### config.mk
export PLATFORM = sky130hd
export DESIGN_NAME = chess_board_scanner
export DESIGN_NICKNAME = d
export VERILOG_FILES = /design/src/rtl/chess_board_scanner.sv
export SDC_FILE = /design/constraint.sdc
export NUM_CORES = 1
export LEC_CHECK = 0
export ABC_CLOCK_PERIOD_IN_PS = 2900
export CAP_MARGIN = 20
export CELL_PAD_IN_SITES_DETAIL_PLACEMENT = 2
export CELL_PAD_IN_SITES_GLOBAL_PLACEMENT = 2
export CORE_MARGIN = 1
export CORE_UTILIZATION = 33
export CTS_CLUSTER_DIAMETER = 120
export DETAILED_ROUTE_END_ITERATION = 8
export PLACE_DENSITY = 0.79
export SLEW_MARGIN = 20
export SYNTH_ARGS = -nofsm -noshare
export SYNTH_HDL_FRONTEND = slang
export SYNTH_SLANG_ARGS = --single-unit
### constraint.sdc
create_clock -name clock -period 2.9 [get_ports clock]
set_clock_uncertainty 0.2 [all_clocks]
set_input_delay 0.725 -clock clock [delete_from_list [all_inputs] [get_ports clock]]
set_output_delay 0.725 -clock clock [all_outputs]
set_load 0.05 [all_outputs]
### src/rtl/chess_board_scanner.sv
// Scans an 8x8 key matrix row by row and debounces whole frames into one confirmed move (build macro SCANNER_MULTI_ERR_EN adds multi-press rejection).
// Latency: temJogada rises one clock after the frame_end edge of the DEBOUNCE-th matching frame.
// No backpressure: temJogada is a single-cycle strobe and coordinates hold until the next move.
module chess_board_scanner #(
  parameter int SCAN_DIV = 4,
  parameter int DEBOUNCE = 2
) (
  input  logic       clock,
  input  logic       reset,
  input  logic [7:0] colunas,
  output logic [7:0] linha_sel,
  output logic [3:0] jogadaFileira,
  output logic [3:0] jogadaColuna,
  output logic       temJogada,
`ifdef SCANNER_MULTI_ERR_EN
  output logic       erro_multipla,
`endif
  output logic [3:0] db_estado
);

  typedef enum logic [1:0] {
    SCAN     = 2'd0,
    CONFIRM  = 2'd1,
    EMIT     = 2'd2,
    WAIT_REL = 2'd3
  } stateT;

  localparam logic [15:0] DIV_LAST = 16'(SCAN_DIV - 1);
  localparam logic [3:0]  DEB      = 4'(DEBOUNCE);

  logic [7:0]  colunasMeta;
  logic [7:0]  colunas_s;
  logic [15:0] divCnt;
  logic [2:0]  rowCnt;
  logic        sampleTick;
  logic        frameEnd;
  logic        anyAcc;
  logic [5:0]  selAcc;
  logic        rowHit;
  logic        anyNow;
  logic [5:0]  selNow;
  logic        anyEff;
  stateT       state, stateNext;
  logic [5:0]  cand, candNext;
  logic [3:0]  cnt, cntNext;
  logic [3:0]  cntInc;

  function automatic logic [2:0] lowestCol(input logic [7:0] v);
    lowestCol = 3'd0;
    for (int i = 7; i >= 0; i--) begin
      if (v[i]) lowestCol = 3'(i);
    end
  endfunction

  always_ff @(posedge clock or posedge reset) begin
    if (reset) begin
      colunasMeta <= 8'd0;
      colunas_s   <= 8'd0;
    end else begin
      colunasMeta <= colunas;
      colunas_s   <= colunasMeta;
    end
  end

  assign sampleTick = (divCnt == DIV_LAST);
  assign frameEnd   = sampleTick && (rowCnt == 3'd7);

  always_ff @(posedge clock or posedge reset) begin
    if (reset) begin
      divCnt    <= 16'd0;
      rowCnt    <= 3'd0;
      linha_sel <= 8'h01;
    end else if (sampleTick) begin
      divCnt    <= 16'd0;
      rowCnt    <= rowCnt + 3'd1;
      linha_sel <= {linha_sel[6:0], linha_sel[7]};
    end else begin
      divCnt <= divCnt + 16'd1;
    end
  end

  // Frame verdict including the row being sampled this cycle; the first hit in scan order wins.
  assign rowHit = |colunas_s;
  assign anyNow = anyAcc | rowHit;
  assign selNow = anyAcc ? selAcc : {rowCnt, lowestCol(colunas_s)};

  always_ff @(posedge clock or posedge reset) begin
    if (reset) begin
      anyAcc <= 1'b0;
      selAcc <= 6'd0;
    end else if (frameEnd) begin
      anyAcc <= 1'b0;
      selAcc <= 6'd0;
    end else if (sampleTick) begin
      anyAcc <= anyNow;
      selAcc <= selNow;
    end
  end

`ifdef SCANNER_MULTI_ERR_EN
  logic multiAcc;
  logic multiNow;

  assign multiNow = multiAcc | (anyAcc & rowHit) | ((colunas_s & (colunas_s - 8'd1)) != 8'd0);
  assign anyEff   = anyNow & ~multiNow;

  always_ff @(posedge clock or posedge reset) begin
    if (reset) begin
      multiAcc      <= 1'b0;
      erro_multipla <= 1'b0;
    end else begin
      erro_multipla <= frameEnd & multiNow;
      if (frameEnd)        multiAcc <= 1'b0;
      else if (sampleTick) multiAcc <= multiNow;
    end
  end
`else
  assign anyEff = anyNow;
`endif

  always_ff @(posedge clock or posedge reset) begin
    if (reset) begin
      state <= SCAN;
      cand  <= 6'd0;
      cnt   <= 4'd0;
    end else begin
      state <= stateNext;
      cand  <= candNext;
      cnt   <= cntNext;
    end
  end

  assign cntInc = cnt + 4'd1;

  always_comb begin
    stateNext = state;
    candNext  = cand;
    cntNext   = cnt;
    case (state)
      SCAN: begin
        if (frameEnd && anyEff) begin
          candNext  = selNow;
          cntNext   = 4'd1;
          stateNext = (DEB <= 4'd1) ? EMIT : CONFIRM;
        end
      end
      CONFIRM: begin
        if (frameEnd) begin
          if (!anyEff) begin
            stateNext = SCAN;
            cntNext   = 4'd0;
          end else if (selNow == cand) begin
            if (cntInc >= DEB) begin
              cntNext   = DEB;
              stateNext = EMIT;
            end else begin
              cntNext = cntInc;
            end
          end else begin
            candNext = selNow;
            cntNext  = 4'd1;
          end
        end
      end
      EMIT: stateNext = WAIT_REL;
      WAIT_REL: begin
        if (frameEnd && !anyEff) begin
          stateNext = SCAN;
          cntNext   = 4'd0;
        end
      end
      default: stateNext = SCAN;
    endcase
  end

  // Coordinates load on the edge entering EMIT so they are valid alongside the strobe.
  always_ff @(posedge clock or posedge reset) begin
    if (reset) begin
      jogadaFileira <= 4'd0;
      jogadaColuna  <= 4'd0;
    end else if (stateNext == EMIT && state != EMIT) begin
      jogadaFileira <= {1'b0, candNext[5:3]};
      jogadaColuna  <= {1'b0, candNext[2:0]};
    end
  end

  assign temJogada = (state == EMIT);

  always_comb begin
    db_estado = {2'b00, state};
`ifdef SCANNER_MULTI_ERR_EN
    if (erro_multipla) db_estado = 4'd4;
`endif
  end

endmodule

# After elaboration in Yosys (flattened, before gate mapping)
# Cells that the tools add are included.
[word_totals]
input_bits = 10
word_cells = 71
mem_bits_rw = 0
mem_bits_ro = 0
latch_bits = 0
regBits = 68
memories = 0
[op_classes]
n_reduce_logical = 10
n_eq_ne = 11
muxes = 33
n_lt_le_gt_ge = 1
n_div = 0
n_shift = 0
bitwise_logic = 1
add_sub_neg = 3
multipliers = 0
[ops]
columns = ["operator", "n"]
rows = [
  ["2-to-1 mux 6 bit", 7],
  ["2-to-1 mux 3 bit", 8],
  ["2-to-1 mux 4 bit", 6],
  ["adder 16 x 1 -> 16 bit (second input constant)", 1],
  ["== test 16 x 2 -> 1 bit (second input constant)", 1],
  ["2-to-1 mux 16 bit", 1],
  ["2-to-1 mux 2 bit", 6],
  ["one-hot mux 4 bit (3 select lines)", 1],
  ["one-hot mux 6 bit (2 select lines)", 1],
  ["inequality test 2 bit (second input constant)", 4],
  ["one-hot mux 2 bit (4 select lines)", 1],
  ["OR reduction 8 bit", 1],
  ["== test 2 bit (second input constant)", 3],
  ["== test 6 bit", 1],
  ["adder 4 x 1 -> 4 bit (second input constant)", 1],
  ["greater-or-equal comparator 4 x 2 -> 1 bit (second input constant)", 1],
  ["logical AND 1 bit", 4],
  ["AND reduction 4 bit", 1],
  ["adder 3 x 1 -> 3 bit (second input constant)", 1],
  ["== test 3 bit (second input constant)", 1],
  ["nonzero test 3 bit", 1],
  ["== test 2 x 1 -> 1 bit (second input constant)", 1],
  ["logical NOT 2 bit", 1],
  ["2-to-1 mux 1 bit", 2],
  ["other kinds (3)", 3],
]

# Logic depth before layout (Yosys ltp)
# Gate-level depths: netlist of the first run.
[logic_depth]
depth_word = 16
mapped_depth = 11
mapped_depth_nobuf = 9

# Least setup slack after synthesis of the first run
# OpenSTA, ideal clock, no wires.
[synth_timing]
path_kind = "register -> register"
start = "reg divCnt[0]"
end = "reg jogadaColuna[0]"
n_path_buf = 0
stages_incl_launch_ff = 10
setup_time_ns = 0.125
setup_slack_ns = 0.115
t_arrival_ns = 2.460
period_less_slack_ns = 2.785
t_required_ns = 2.575
path_cell_list = "dfrtp_1 > ha_1 > nor4b_2 > nand4_1 > nor3_1 > nand3_1 > nor3b_1 > nand3_2 > a211oi_4 > mux2_2"
[synth_between]
elab_chain_cells = 7
word_cells_on_any_way = 13
[synth_rtl]
columns = ["item", "line_no", "text"]
rows = [
  ["start: declaration", "33", "logic [15:0] divCnt;"],
  ["start signal: assignment", "78", "divCnt <= divCnt + 16'd1;"],
  ["== test 16 x 2 -> 1 bit (*)", "65", "assign sampleTick = (divCnt == DIV_LAST);"],
  ["logical AND 1 bit (*)", "66", "assign frameEnd = sampleTick && (rowCnt == 3'd7);"],
  ["logical AND 1 bit (on tied branches)", "167, 141", ""],
  ["2-to-1 mux 2 bit (on tied branches)", "167, 141", ""],
  ["one-hot mux 2 bit (4 select lines)", "139", "case (state)"],
  ["== test 2 bit", "181", "end else if (stateNext == EMIT && state != EMIT) begin"],
  ["logical AND 1 bit", "181", ""],
  ["end signal: assignment", "183", "jogadaColuna <= {1'b0, candNext[2:0]};"],
  ["end: declaration", "13", "output logic [3:0] jogadaColuna,"],
]
# Mark *: on every way between the ends. The rest lies on a longest branch, timed or not.
# A chain may end at the register's enable or synchronous reset.

# Final worst setup path of the first run
[layout_timing]
start = "reg divCnt[15]"
end = "reg jogadaColuna[2]"
# Same word-level chain as after synthesis.

==> flow_summary_export.csv, run 1 <==
group,metric,value,unit
route,avgRoutedWirePerCell,19.2,um
die,pin_count,31,
place,portBuffers,26,
place,hpwl,6050,um
status,status,"finished, final reports clean",
synthesis,avgSynthCellArea,10.7,um2
cts,clock_latency,360,ps
sta,slew_headroom,0.574,
route,drt_iter0_drc,50,
setup_path,arrival,2920,ps
grt,grt_max_degree,35,
synthesis,synth_edf_count,0,
route,ant_nets,0,
setup_path,endpoint_kind,"register",
die,die_x,99.9,um
route,firstDrtPassIters,4,
grt,grt_usage,0.191,
cts,clock_sinks,68,
route,viasPerCell,5.03,
setup_path,reg2reg_to,"jogadaColuna[2]$_DFFE_PP0P_",
place,pre_cts_slack,-75.1,ps
route,via_count,2533,
die,initial_utilization,0.341,
power_and_ir_drop,powerDensity,459,nW/um2
sta,timing.hold.ws,153,ps
grt,grt_overflow_total,0,
cts,htree_levels,3,
setup_path,crit_cells,9,
sta,hold_viol,0,
place,gp_congestion,0.769,
sta,worstMarginPinSlew,636,ps
synthesis,synthDistinctLibCells,44,
power_and_ir_drop,power.leakage,1.97,nW
sta,finalCritPeriodShare,0.988,
final_layout,diodes,0,
final_layout,drive_gt1_frac,0.251,
cts,cts_made_buffers,9,
sta,period_needed,2870,ps
die,num_rows,35,
die,dieArea,9980,um2
final_layout,nFillCells,999,
setup_path,timing.critical_path.mode_cell,"nand3_2",
setup_path,start_kind,"register",
grt,first_global_vias,2798,
die,die_y,99.9,um
setup_path,crit_end,"jogadaColuna[2]$_DFFE_PP0P_",
setup_path,max_stage_delay,450,ps
synthesis,ys_seq_area_frac,0.538,
synthesis,synth_area,3160,um2
power_and_ir_drop,ir_worst_vdd,0.000254,V
setup_path,worstPathMaxFanout,6,
setup_path,worstPathRequired,2950,ps
synthesis,synth_flop_cell,"dfrtp_1",
grt,grt_pass1_wl,14500,um
setup_path,r2r_setup_slack,30,ps
sta,clock.fmax,349,MHz
setup_path,cp_num_buf_inv,1,
synthesis,ys_warn_count,0,
flow_run,drv_cap,0,
cts,cts_tree,"yes",
final_layout,seq_area,1700,um2
setup_path,worstSetupPathType,"register to register",
worst_hold_path,hold_path.class,"register to register",
cts,clk_pin_slew,90,ps
cts,clockRootBuffer,"clkbuf_8",
final_layout,synthToLayoutAreaGrowth,32.8,%
synthesis,ys_ff_latch,68,
die,core_region_area,9280,um2
final_layout,multi_input_comb_area,1440,um2
power_and_ir_drop,power.total,1.93,mW
setup_path,slowest_stage,"dfrtp_1",
setup_path,r2r_cells,9,
final_layout,nets,389,
synthesis,synthCells,296,
setup_path,worstPathCellList,"nor4_4, nand4_1, nor3_2, nand3_2, nor3b_2, nand3_2, a211oi_4, buf_6, mux2_2",
grt,antenna_found_initial,0,
sta,final.setup.worst_slack,34.1,ps
setup_path,startpoint,"divCnt[15]$_DFF_PP0_",
route,drc,0,
synthesis,async_flop_share,1.00,
sta,finalMaxSlewViolations,0,
final_layout,postLayoutCoreUtil,0.453,
sta,setup_violations,0,
cts,cts_buffer_depth,2,
setup_path,reg2reg_from,"divCnt[15]$_DFF_PP0_",
setup_path,worst_path_dominant_cell_family,"simple AND/OR/NAND/NOR gates",
route,wl,9690,um
[routing by layer]
layer	global-route usage	share of wire
met4	0.0701	0.022
met2	0.345	0.54
met5	0	0
met3	0.0306	0.023
met1	0.228	0.42
[flip-flops by register name, summed over array words and instances, names as in the netlist]
signal	cells
jogadaColuna	3
colunas_s	8
state	2
jogadaFileira	3
rowCnt	3
divCnt	16
linha_sel	8
anyAcc	1
selAcc	6
cnt	4
cand	6
colunasMeta	8
[layout make-up]
class                           instances  area share
Sequential cell                        68       0.406
Multi-Input combinational cell        204       0.342
Timing Repair Buffer                   71       0.155
Tap cell                              129      0.0384
Clock buffer                           10      0.0328
Inverter                               16      0.0143
Clock inverter                          6      0.0110
[synth_stat cells, types with 2 or more instances]
library cell,count,share of area
nand4_1,8,0.016
o31ai_1,2,0.0047
xnor2_1,15,0.042
nor3_1,10,0.016
nand3_1,5,0.0079
inv_1,16,0.019
buf_6,2,0.0071
and2_1,4,0.0079
nor2b_1,2,0.0040
and3_1,4,0.0079
dfrtp_1,67,0.53
a21oi_1,13,0.021
mux2i_1,9,0.028
o21ai_0,12,0.019
mux2_2,7,0.025
buf_4,4,0.0095
nor2_1,23,0.027
nand2_1,42,0.050
ha_1,9,0.036
a21o_1,3,0.0071
xor2_1,5,0.014
a211oi_1,2,0.0047
and4_1,3,0.0083
clkbuf_1,5,0.0059
nand3_2,2,0.0063
nor4_1,4,0.0079
[placed cells by master (no fill, tap or decap), drive strengths merged, types with 2 or more instances in the layout]
cell type | synthesis | final
dfrtp | 67 | 67
nand4 | 8 | 8
buf | 6 | 45
clkinvlp | 0 | 2
o31ai | 2 | 2
conb | 1 | 4
nor3 | 11 | 11
clkdlybuf4s50 | 0 | 25
nand2 | 42 | 42
a21oi | 14 | 14
mux2i | 9 | 9
nor2b | 2 | 2
inv | 16 | 19
clkbuf | 5 | 11
mux2 | 7 | 7
and2 | 4 | 4
and4 | 3 | 3
and3 | 4 | 4
nand3 | 7 | 7
xor2 | 5 | 5
a211oi | 3 | 3
xnor2 | 15 | 15
o21ai | 12 | 12
a21o | 3 | 3
ha | 9 | 9
nor4 | 4 | 4
nor2 | 23 | 23
[where the power goes]
part | internal [mW] | leakage, nW | switching, mW
Combinational | 0.0713 | 1.00 | 0.0803
Clock | 0.341 | 0.0897 | 0.422
Sequential | 0.977 | 0.873 | 0.0352
[logic make-up after synthesis]
group                      after synthesis  synth area share
and+or+nand+nor                        114             0.186
DFF                                     68             0.538
AOI/OAI and AO/OA                       41            0.0890
buffers and inverters                   27            0.0415
xor gates and xnor gates                20            0.0554
muxes                                   16            0.0534
adders and majority gates                9            0.0356
other                                    1           0.00119
[timing repair]
action,in CTS,in global routing
gates resized for setup,6,18
hold buffers,0,0
cloned,0,1
pin swaps,0,13
endpoints found under the setup margin,6,6
hold endpoints to repair,0,0
buffers inserted,0,6
[worst min-delay path by stage]
stage | start | end | slack [ps] | cells after the start
after global routing | colunasMeta[1]$_DFF_PP0_ | colunas_s[1]$_DFF_PP0_ | 160 | 0
final | colunasMeta[2]$_DFF_PP0_ | colunas_s[2]$_DFF_PP0_ | 150 | 0
after global placement | colunasMeta[0]$_DFF_PP0_ | colunas_s[0]$_DFF_PP0_ | 140 | 0
after CTS | colunasMeta[2]$_DFF_PP0_ | colunas_s[2]$_DFF_PP0_ | 160 | 0
after floorplan | colunasMeta[0]$_DFF_PP0_ | colunas_s[0]$_DFF_PP0_ | 130 | 0
after detailed placement | colunasMeta[1]$_DFF_PP0_ | colunas_s[1]$_DFF_PP0_ | 140 | 0
[metrics by stage]
stage / cells / instance area (um2) / setup TNS (ps)
2_1_floorplan: 299 / 3180 / 0
3_3_place_gp: 481 / 3830 / -3.15
3_5_place_dp: 481 / 3830 / -408
4_1_cts: 497 / 4050 / 0
5_1_grt: 504 / 4200 / -309
6_report: 504 / 4200 / 0
Note: power is estimated with default switching activity, not from simulation.
==> run 2, diff against run 1 <==
Settings changed: CORE_ASPECT_RATIO set to 1.4, SETUP_SLACK_MARGIN set to 0.05.
==> flow_summary_export.csv, run 2 (same netlist as run 1, synthesis figures left out) <==
group,metric,value,unit
sta,finalCritPeriodShare,0.983,
route,via_count,2486,
power_and_ir_drop,power.leakage,1.99,nW
sta,timing.hold.ws,148,ps
grt,grt_overflow_total,0,
final_layout,post-route-cell-area,4200,um2
final_layout,postLayoutCoreUtil,0.458,
place,dpl-instance-area,3740,um2
worst_hold_path,hold_path.class,"register to register",
final_layout,stdcell_count,472,
sta,rsz0062_at_grt,"true",
setup_path,max_stage_delay,560,ps
sta,finalMaxSlewViolations,0,
final_layout,drive_gt1_frac,0.241,
route,avgRoutedWirePerCell,20.6,um
final_layout,synthToLayoutAreaGrowth,32.9,%
die,num_rows,41,
grt,grt_pass1_wl,15400,um
final_layout,nets,379,
die,core_region_area,9180,um2
worst_hold_path,whs_endpoint,"colunas_s[2]$_DFF_PP0_",
die,die_y,118,um
flow_run,drv_cap,0,
final_layout,multi_input_comb_area,1430,um2
power_and_ir_drop,swShare,0.230,
die,dieArea,9990,um2
final_layout,largest_reg_flops,16,
sta,setup_violations,0,
grt,first_global_vias,2932,
final_layout,diodes,0,
worst_hold_path,hp-start,"colunasMeta[2]$_DFF_PP0_",
power_and_ir_drop,p_switching,0.543,mW
setup_path,r2r_setup_slack,50,ps
setup_path,slowest_stage,"or4_4",
cts,cts_made_buffers,9,
sta,worstMarginPinSlew,546,ps
place,gp_congestion,0.788,
setup_path,start_kind,"register",
route,firstDrtPassIters,6,
setup_path,arrival,2860,ps
place,hpwl,6580,um
power_and_ir_drop,clock_power_share,0.512,
setup_path,worstSetupPathType,"register to register",
setup_path,timing.critical_path.mode_cell,"o21ai_2",
cts,clock_sinks,68,
worst_hold_path,worstHoldPathCells,0,
power_and_ir_drop,internal_power,1.82,mW
route,drt_iter0_drc,72,
sta,slew_headroom,0.635,
sta,clock.fmax,351,MHz
setup_path,reg2reg_from,"colunas_s[4]$_DFF_PP0_",
final_layout,nFillCells,942,
cts,clock_latency,340,ps
cts,htree_levels,3,
final_layout,layout_commonest_cell,"dfrtp_1",
final_layout,regMostFlops,"divCnt",
route,drc,0,
cts,clockRootBuffer,"clkbuf_16",
final_layout,layout_common_cells,"65 x dfrtp_1, 42 x nand2_1, 32 x buf_4, 25 x clkdlybuf4s50_1, 23 x nor2_1",
route,ant_nets,0,
status,status,"finished, final reports clean",
power_and_ir_drop,pwr-share-comb,0.058,
setup_path,worstPathCellList,"or4_4, nand3b_4, a211oi_2, o21ai_2, o21ai_2, a21oi_2, a211oi_4, buf_6, mux2_2",
place,portBuffers,26,
die,pin_count,31,
power_and_ir_drop,power.total,2.36,mW
grt,grt_max_degree,55,
place,dp.cells,452,
sta,hold_viol,0,
die,initial_utilization,0.345,
setup_path,worstPathRequired,2910,ps
cts,clk_pin_slew,60,ps
grt,antenna_found_initial,0,
cts,cts_tree,"yes",
die,die_x,84.8,um
setup_path,endpoint_kind,"register",
power_and_ir_drop,ir_worst_vdd,0.000301,V
final_layout,seq_area,1710,um2
cts,cts_buffer_depth,2,
sta,period_needed,2850,ps
power_and_ir_drop,powerDensity,562,nW/um2
setup_path,reg2reg_to,"jogadaFileira[2]$_DFFE_PP0P_",
route,wl,9720,um
power_and_ir_drop,seqPwrFrac,0.430,
sta,final.setup.worst_slack,49.8,ps
setup_path,worstPathMaxFanout,6,
sta,setup_tns,0,ps
place,pre_cts_slack,-165,ps
setup_path,r2r_cells,9,
grt,grt_usage,0.206,
route,viasPerCell,5.27,
run 2: cell types whose count changed in the layout (fill, tap and decap cells not counted), sizes merged:
cell      delta
bufinv       +2
inv          -3
clkinvlp     -1
clkinv       +1
buf          -9
run 2: worst max-delay path by stage:
stage                                start                           end  slack, ps  cells after the start
CTS                    divCnt[1]$_DFF_PP0_  jogadaFileira[1]$_DFFE_PP0P_         50                     11
global route           divCnt[8]$_DFF_PP0_   jogadaColuna[2]$_DFFE_PP0P_        -50                      9
floorplan              divCnt[0]$_DFF_PP0_   jogadaColuna[0]$_DFFE_PP0P_        120                      9
detailed placement     divCnt[1]$_DFF_PP0_  jogadaFileira[1]$_DFFE_PP0P_       -170                     10
finish              colunas_s[4]$_DFF_PP0_  jogadaFileira[2]$_DFFE_PP0P_         50                      9
global placement    colunas_s[4]$_DFF_PP0_   jogadaColuna[1]$_DFFE_PP0P_         -5                      9
run 2: cell type report:
type                    instances  area share
repair buffers                 61       0.129
clock buffers                  11      0.0577
inverters                      16      0.0143
multi-input cells             204       0.341
flip-flops and latches         68       0.406
well taps                     107      0.0318
clock inverters                 5      0.0202
run 2: critical path, delay by kind of cell (launching register included):
kind                   cells  cell delay [ps]
flip-flops                 1              400
AND/OR/NAND/NOR            2              790
AO/OA/AOI/OAI              5              850
buffers and inverters      1              160
multiplexers               1              330
run 2: power groups by stage:
stage	registers (mW)	clock network (mW)	logic [mW]
floorplan	1.02	0	0.0945
global placement	1.03	0	0.126
detailed placement	1.03	0	0.134
CTS	1.02	1.24	0.137
global route	1.02	1.27	0.149
finish	1.01	1.21	0.137
run 2: layer usage:
layer	GRT usage	wire (um)	vias to the layer above
li1	-	-	1137
met1	0.208	3480	1289
met2	0.405	5790	40
met3	0.0421	207	20
met4	0.0752	238	0
met5	0	0	-
run 2: repair_timing:
action / CTS / global route
hold buffers: 0 / 0
resized for setup: 17 / 10
pin swaps: 6 / 9
buffers inserted: 0 / 4
endpoints found under the setup margin: 6 / 7
